**config.mk**
```make
export PLATFORM = sky130hd
export DESIGN_NAME = seq_div_32
export DESIGN_NICKNAME = d
export VERILOG_FILES = /design/src/rtl/seq_div_32.sv
export SDC_FILE = /design/constraint.sdc
export NUM_CORES = 1
export LEC_CHECK = 0
export ABC_AREA = 1
export BUFFER_PORTS_ARGS = -buffer_cell sky130_fd_sc_hd__buf_2
export CELL_PAD_IN_SITES_DETAIL_PLACEMENT = 1
export CELL_PAD_IN_SITES_GLOBAL_PLACEMENT = 1
export CORE_UTILIZATION = 35
export CTS_CLUSTER_DIAMETER = 60
export DETAILED_ROUTE_END_ITERATION = 12
export GPL_TIMING_DRIVEN = 0
export PLACE_DENSITY = 0.75
export SLEW_MARGIN = 25
export SYNTH_ARGS = -nofsm -noshare
export SYNTH_HDL_FRONTEND = slang
export SYNTH_SLANG_ARGS = --single-unit
```
**constraint.sdc**
```tcl
create_clock -name CLK -period 11.95 [get_ports CLK]
set_clock_uncertainty 0.15 [all_clocks]
set_input_delay 0.5975 -clock CLK [delete_from_list [all_inputs] [get_ports CLK]]
set_output_delay 0.5975 -clock CLK [all_outputs]
set_load 0.02 [all_outputs]
```
**src/rtl/seq_div_32.sv**
```systemverilog
// Multi-cycle restoring divider: one quotient bit per clock, registered results with a DONE strobe.
// Optional two's-complement operation is built when SEQ_DIV_SIGNED_EN is defined.
module seq_div_32 #(
    parameter int WIDTH = 32
) (
    input  logic             CLK,
    input  logic             RST,
    input  logic             START,
    input  logic [WIDTH-1:0] DIVIDEND,
    input  logic [WIDTH-1:0] DIVISOR,
    output logic             BUSY,
    output logic             DONE,
    output logic [WIDTH-1:0] QUOTIENT,
    output logic [WIDTH-1:0] REMAINDER,
    output logic             DIV_BY_ZERO,
    output logic [1:0]       DBG_STATE
);
    localparam int CW = $clog2(WIDTH);

    typedef enum logic [1:0] {
        S_IDLE   = 2'd0,
        S_RUN    = 2'd1,
        S_FINISH = 2'd2
    } state_t;

    state_t           state_q, state_d;
    logic [CW-1:0]    cnt_q, cnt_d;
    logic [WIDTH:0]   prem_q, prem_d;
    logic [WIDTH-1:0] dvd_q, dvd_d;
    logic [WIDTH-1:0] dvs_q, dvs_d;
    logic [WIDTH-1:0] quot_q, quot_d;
    logic [WIDTH-1:0] rem_q, rem_d;
    logic             dz_q, dz_d;
    logic             done_q, done_d;

    logic [WIDTH:0]   shifted;
    logic [WIDTH:0]   diff;
    logic [WIDTH-1:0] dvd_load;
    logic [WIDTH-1:0] dvs_load;
    logic [WIDTH-1:0] quot_fix;
    logic [WIDTH-1:0] rem_fix;

    // Partial remainder always stays below the divisor, so its top bit is zero before the shift.
    assign shifted = {prem_q[WIDTH-1:0], dvd_q[WIDTH-1]};
    assign diff    = shifted - {1'b0, dvs_q};

`ifdef SEQ_DIV_SIGNED_EN
    logic qneg_q, qneg_d;
    logic rneg_q, rneg_d;

    // A zero divisor keeps the raw dividend so it can be returned unchanged as the remainder.
    assign dvd_load = (DIVIDEND[WIDTH-1] && (DIVISOR != '0)) ? ('0 - DIVIDEND) : DIVIDEND;
    assign dvs_load = DIVISOR[WIDTH-1] ? ('0 - DIVISOR) : DIVISOR;
    assign quot_fix = qneg_q ? ('0 - dvd_q) : dvd_q;
    assign rem_fix  = rneg_q ? ('0 - prem_q[WIDTH-1:0]) : prem_q[WIDTH-1:0];

    always_ff @(posedge CLK or posedge RST) begin
        if (RST) begin
            qneg_q <= 1'b0;
            rneg_q <= 1'b0;
        end else begin
            qneg_q <= qneg_d;
            rneg_q <= rneg_d;
        end
    end

    always_comb begin
        qneg_d = qneg_q;
        rneg_d = rneg_q;
        if (state_q == S_IDLE && START) begin
            qneg_d = DIVIDEND[WIDTH-1] ^ DIVISOR[WIDTH-1];
            rneg_d = DIVIDEND[WIDTH-1];
        end
    end
`else
    assign dvd_load = DIVIDEND;
    assign dvs_load = DIVISOR;
    assign quot_fix = dvd_q;
    assign rem_fix  = prem_q[WIDTH-1:0];
`endif

    always_ff @(posedge CLK or posedge RST) begin
        if (RST) begin
            state_q <= S_IDLE;
            cnt_q   <= '0;
            prem_q  <= '0;
            dvd_q   <= '0;
            dvs_q   <= '0;
            quot_q  <= '0;
            rem_q   <= '0;
            dz_q    <= 1'b0;
            done_q  <= 1'b0;
        end else begin
            state_q <= state_d;
            cnt_q   <= cnt_d;
            prem_q  <= prem_d;
            dvd_q   <= dvd_d;
            dvs_q   <= dvs_d;
            quot_q  <= quot_d;
            rem_q   <= rem_d;
            dz_q    <= dz_d;
            done_q  <= done_d;
        end
    end

    always_comb begin
        state_d = state_q;
        cnt_d   = cnt_q;
        prem_d  = prem_q;
        dvd_d   = dvd_q;
        dvs_d   = dvs_q;
        quot_d  = quot_q;
        rem_d   = rem_q;
        dz_d    = dz_q;
        done_d  = 1'b0;
        case (state_q)
            S_IDLE: begin
                if (START) begin
                    dvd_d   = dvd_load;
                    dvs_d   = dvs_load;
                    prem_d  = '0;
                    cnt_d   = '0;
                    state_d = (DIVISOR == '0) ? S_FINISH : S_RUN;
                end
            end
            S_RUN: begin
                // dvd_q shifts left, collecting quotient bits in its LSB as the dividend drains out.
                if (!diff[WIDTH]) begin
                    prem_d = diff;
                    dvd_d  = {dvd_q[WIDTH-2:0], 1'b1};
                end else begin
                    prem_d = shifted;
                    dvd_d  = {dvd_q[WIDTH-2:0], 1'b0};
                end
                cnt_d = cnt_q + 1'b1;
                if (cnt_q == CW'(WIDTH - 1)) begin
                    state_d = S_FINISH;
                end
            end
            S_FINISH: begin
                if (dvs_q == '0) begin
                    quot_d = '1;
                    rem_d  = dvd_q;
                    dz_d   = 1'b1;
                end else begin
                    quot_d = quot_fix;
                    rem_d  = rem_fix;
                    dz_d   = 1'b0;
                end
                done_d  = 1'b1;
                state_d = S_IDLE;
            end
            default: state_d = S_IDLE;
        endcase
    end

    assign BUSY        = (state_q != S_IDLE);
    assign DONE        = done_q;
    assign QUOTIENT    = quot_q;
    assign REMAINDER   = rem_q;
    assign DIV_BY_ZERO = dz_q;
    assign DBG_STATE   = state_q;
endmodule

```
==> results.cfg <==
[layout]
fin_nets = 1641
final_cells = 1930
antenna_cells = 0
fillCellCount = 3545
drive_gt1_share_pct = 13.4
final_core_util_pct = 42.1
area_growth_syn_to_layout_pct = 18.3
final_cell_mix = 441 x nand2_1, 220 x inv_1, 169 x dfrtp_1
final_common_cell = nand2_1

[sta]
drv_slew = 0
fin_crit_sh_pct = 26.7
fmax_ghz = 0.314
max_slew_margin_pct = 47.2
fin_tns_setup_ps = 0
worst_pin_slew_ps = 789
finalHoldViolCount = 0
rsz0062_at_grt = false
period_needed_ps = 3190
finalSetupViolCount = 0
hold_slack_ps = 62.8

[grt]
grt_max_degree = 96
grt_usage_pct = 23.5
grt_pass1_vias = 9815
gr-total-overflow = 0
antenna_found_initial = 0
grt_pass1_wl_mm = 52.1

[cts]
clkTransAtPathRegs_ps = 70
postCtsHoldBufs = 0
cts_made_buffers = 17
clk_path_buf_depth = 2
numClockSinks = 169
cts_root_buf = clkbuf_16
cts_resized = 0
cts_tree = done
postCtsSetupRepairBufs = 0
clock_latency_ps = 450
h-tree-depth = 4

[yosys]
ys_ff_latch = 169
syn_avg_cell_area_um2 = 7.12
seq_area_frac_synth_pct = 42.9
synth_cell_types = 35
yosys-top-cells-area = dfrtp_1 43%, nand2_1 17%, inv_1 8.4%
synth_largest_area_cell = dfrtp_1
yosysWarnings = 0
syn_area_um2 = 9850
synth_top_area_share_pct = 42.9
syn-instance-count = 1384
synth_nets = 1486

[route]
drt_iter0_markers = 422
dr.pass1.iters = 4
drc = 0
wire_per_inst_um = 16.6
drtAntennaViolNets = 0
wirelength_mm = 32.0
vias_per_cell = 4.85
vias = 9352

[floorplan]
rows = 61
die_h_um = 170
core_area_um2 = 27700
initial_core_util_pct = 35.6
die_width_um = 170
ioPinCount = 136
die_area_um2 = 28800

[critical_path]
critical_path_buf_inv_count = 2
reg2reg_from = dvs_q[0]$_DFFE_PP0P_
critPathArrivalTime_ps = 3350
cpMostUsedCell = nor2_1
crit_family = simple AND/OR/NAND/NOR gates
crit_start = dvs_q[0]$_DFFE_PP0P_
crit_fanout = 10
crit_path_cell_trace = nor4_1 > nand4_1 > nor2_1 > inv_1 > clkbuf_1 > nor2_1 > o21ai_0
worstPathRequired_ps = 12110
crit_slowest_cell = nor2_1
max_stage_delay_ps = 690
endpoint_kind = flop
critPathKind = flop to flop
crit_path_start_kind = flop

[placed_design]
portBuffers = 135
placed_cells = 1898
dp_hpwl_mm = 25.9
place_congestion = 0.858

[hold_path]
min-delay-path-class = input pin to asynchronous set/reset pin

[run]
cap_violations = 0

[outcome]
status = finished, final reports clean
[final cells by class]
type / count / area, um2 / share of cell area (%)
Buffer: 49 / 235 / 2.02
Clock buffer: 18 / 439 / 3.77
Clock inverter: 14 / 183 / 1.57
Inverter: 222 / 841 / 7.21
Multi-Input combinational cell: 944 / 4550 / 39.1
Sequential cell: 169 / 4230 / 36.3
Tap cell: 378 / 473 / 4.06
Timing Repair Buffer: 136 / 703 / 6.03
[sequential cells by signal, indices dropped and copies added (netlist names)]
| register | cells |
|---|---|
| DBG_STATE | 2 |
| dvs_q | 32 |
| REMAINDER | 32 |
| DIV_BY_ZERO | 1 |
| prem_q | 32 |
| cnt_q | 5 |
| QUOTIENT | 32 |
| DONE | 1 |
| dvd_q | 32 |
[kinds of logic (layout without fill, tap and decap cells)]
logic type                 count (synthesis)  after routing  synth area share [%]
buffers and inverters                    271            439                  10.8
AOI/OAI and AO/OA                        222            222                  11.9
and+or+nand+nor                          672            672                  28.4
DFF                                      169            169                  42.9
xor gates and xnor gates                  15             15                  1.33
adders and majority gates                 35             35                  4.52
[through the flow]
stage,cell area [um2],setup slack [ps]
CTS,11700,8790
detailed placement,11000,8800
global route,11700,8720
finish,11700,8760
floorplan,9850,6630
global placement,11000,4630
[Yosys cell counts (all sizes together)]
master and instances:
nor2 119, buf 11, inv 222, o211ai 2, clkbuf 38, fa 1
or2 1, nand2 458, dfrtp 169, xor2 1, ha 34, xnor2 14
nand3b 5, nor3 5, a21o 1, nor4 16, o31ai 1, nor3b 1
o22ai 32, nand3 55, a22o 2, nand4 10, o21ai 98, o21bai 3
a21oi 83, and2 2
[worst register-to-register path: cells and delay by family, from the launching register on]
kind / cells / cell delay, ps
buffers and inverters: 2 / 590
AO/OA/AOI/OAI: 1 / 110
flip-flops: 1 / 430
AND/OR/NAND/NOR: 4 / 1800
[metal layers]
metal | up-vias | track usage (%) | routed length, um
met2 | 144 | 40.0 | 15400
met4 | 0 | 7.05 | 705
met5 | - | 0 | 0
li1 | 4664 | - | -
met1 | 4507 | 30.5 | 14900
met3 | 37 | 3.66 | 958
[worst paths after layout]
kind | end | slack [ps] | cells past startpoint
hold / removal | QUOTIENT[2]$_DFFE_PP0P_ | 60 | 2
min in group CLK | dvs_q[17]$_DFFE_PP0P_ | 220 | 3
setup reg to reg | REMAINDER[24]$_DFFE_PP0P_ | 8760 | 7
max in group asynchronous | prem_q[21]$_DFFE_PP0P_ | 10710 | 3
setup / recovery | REMAINDER[24]$_DFFE_PP0P_ | 8760 | 7
hold reg to reg | REMAINDER[22]$_DFFE_PP0P_ | 330 | 2
Power is left out: the tool's default activity adds up to more than one toggle a clock period on the data nets, which glitch-free logic cannot reach.
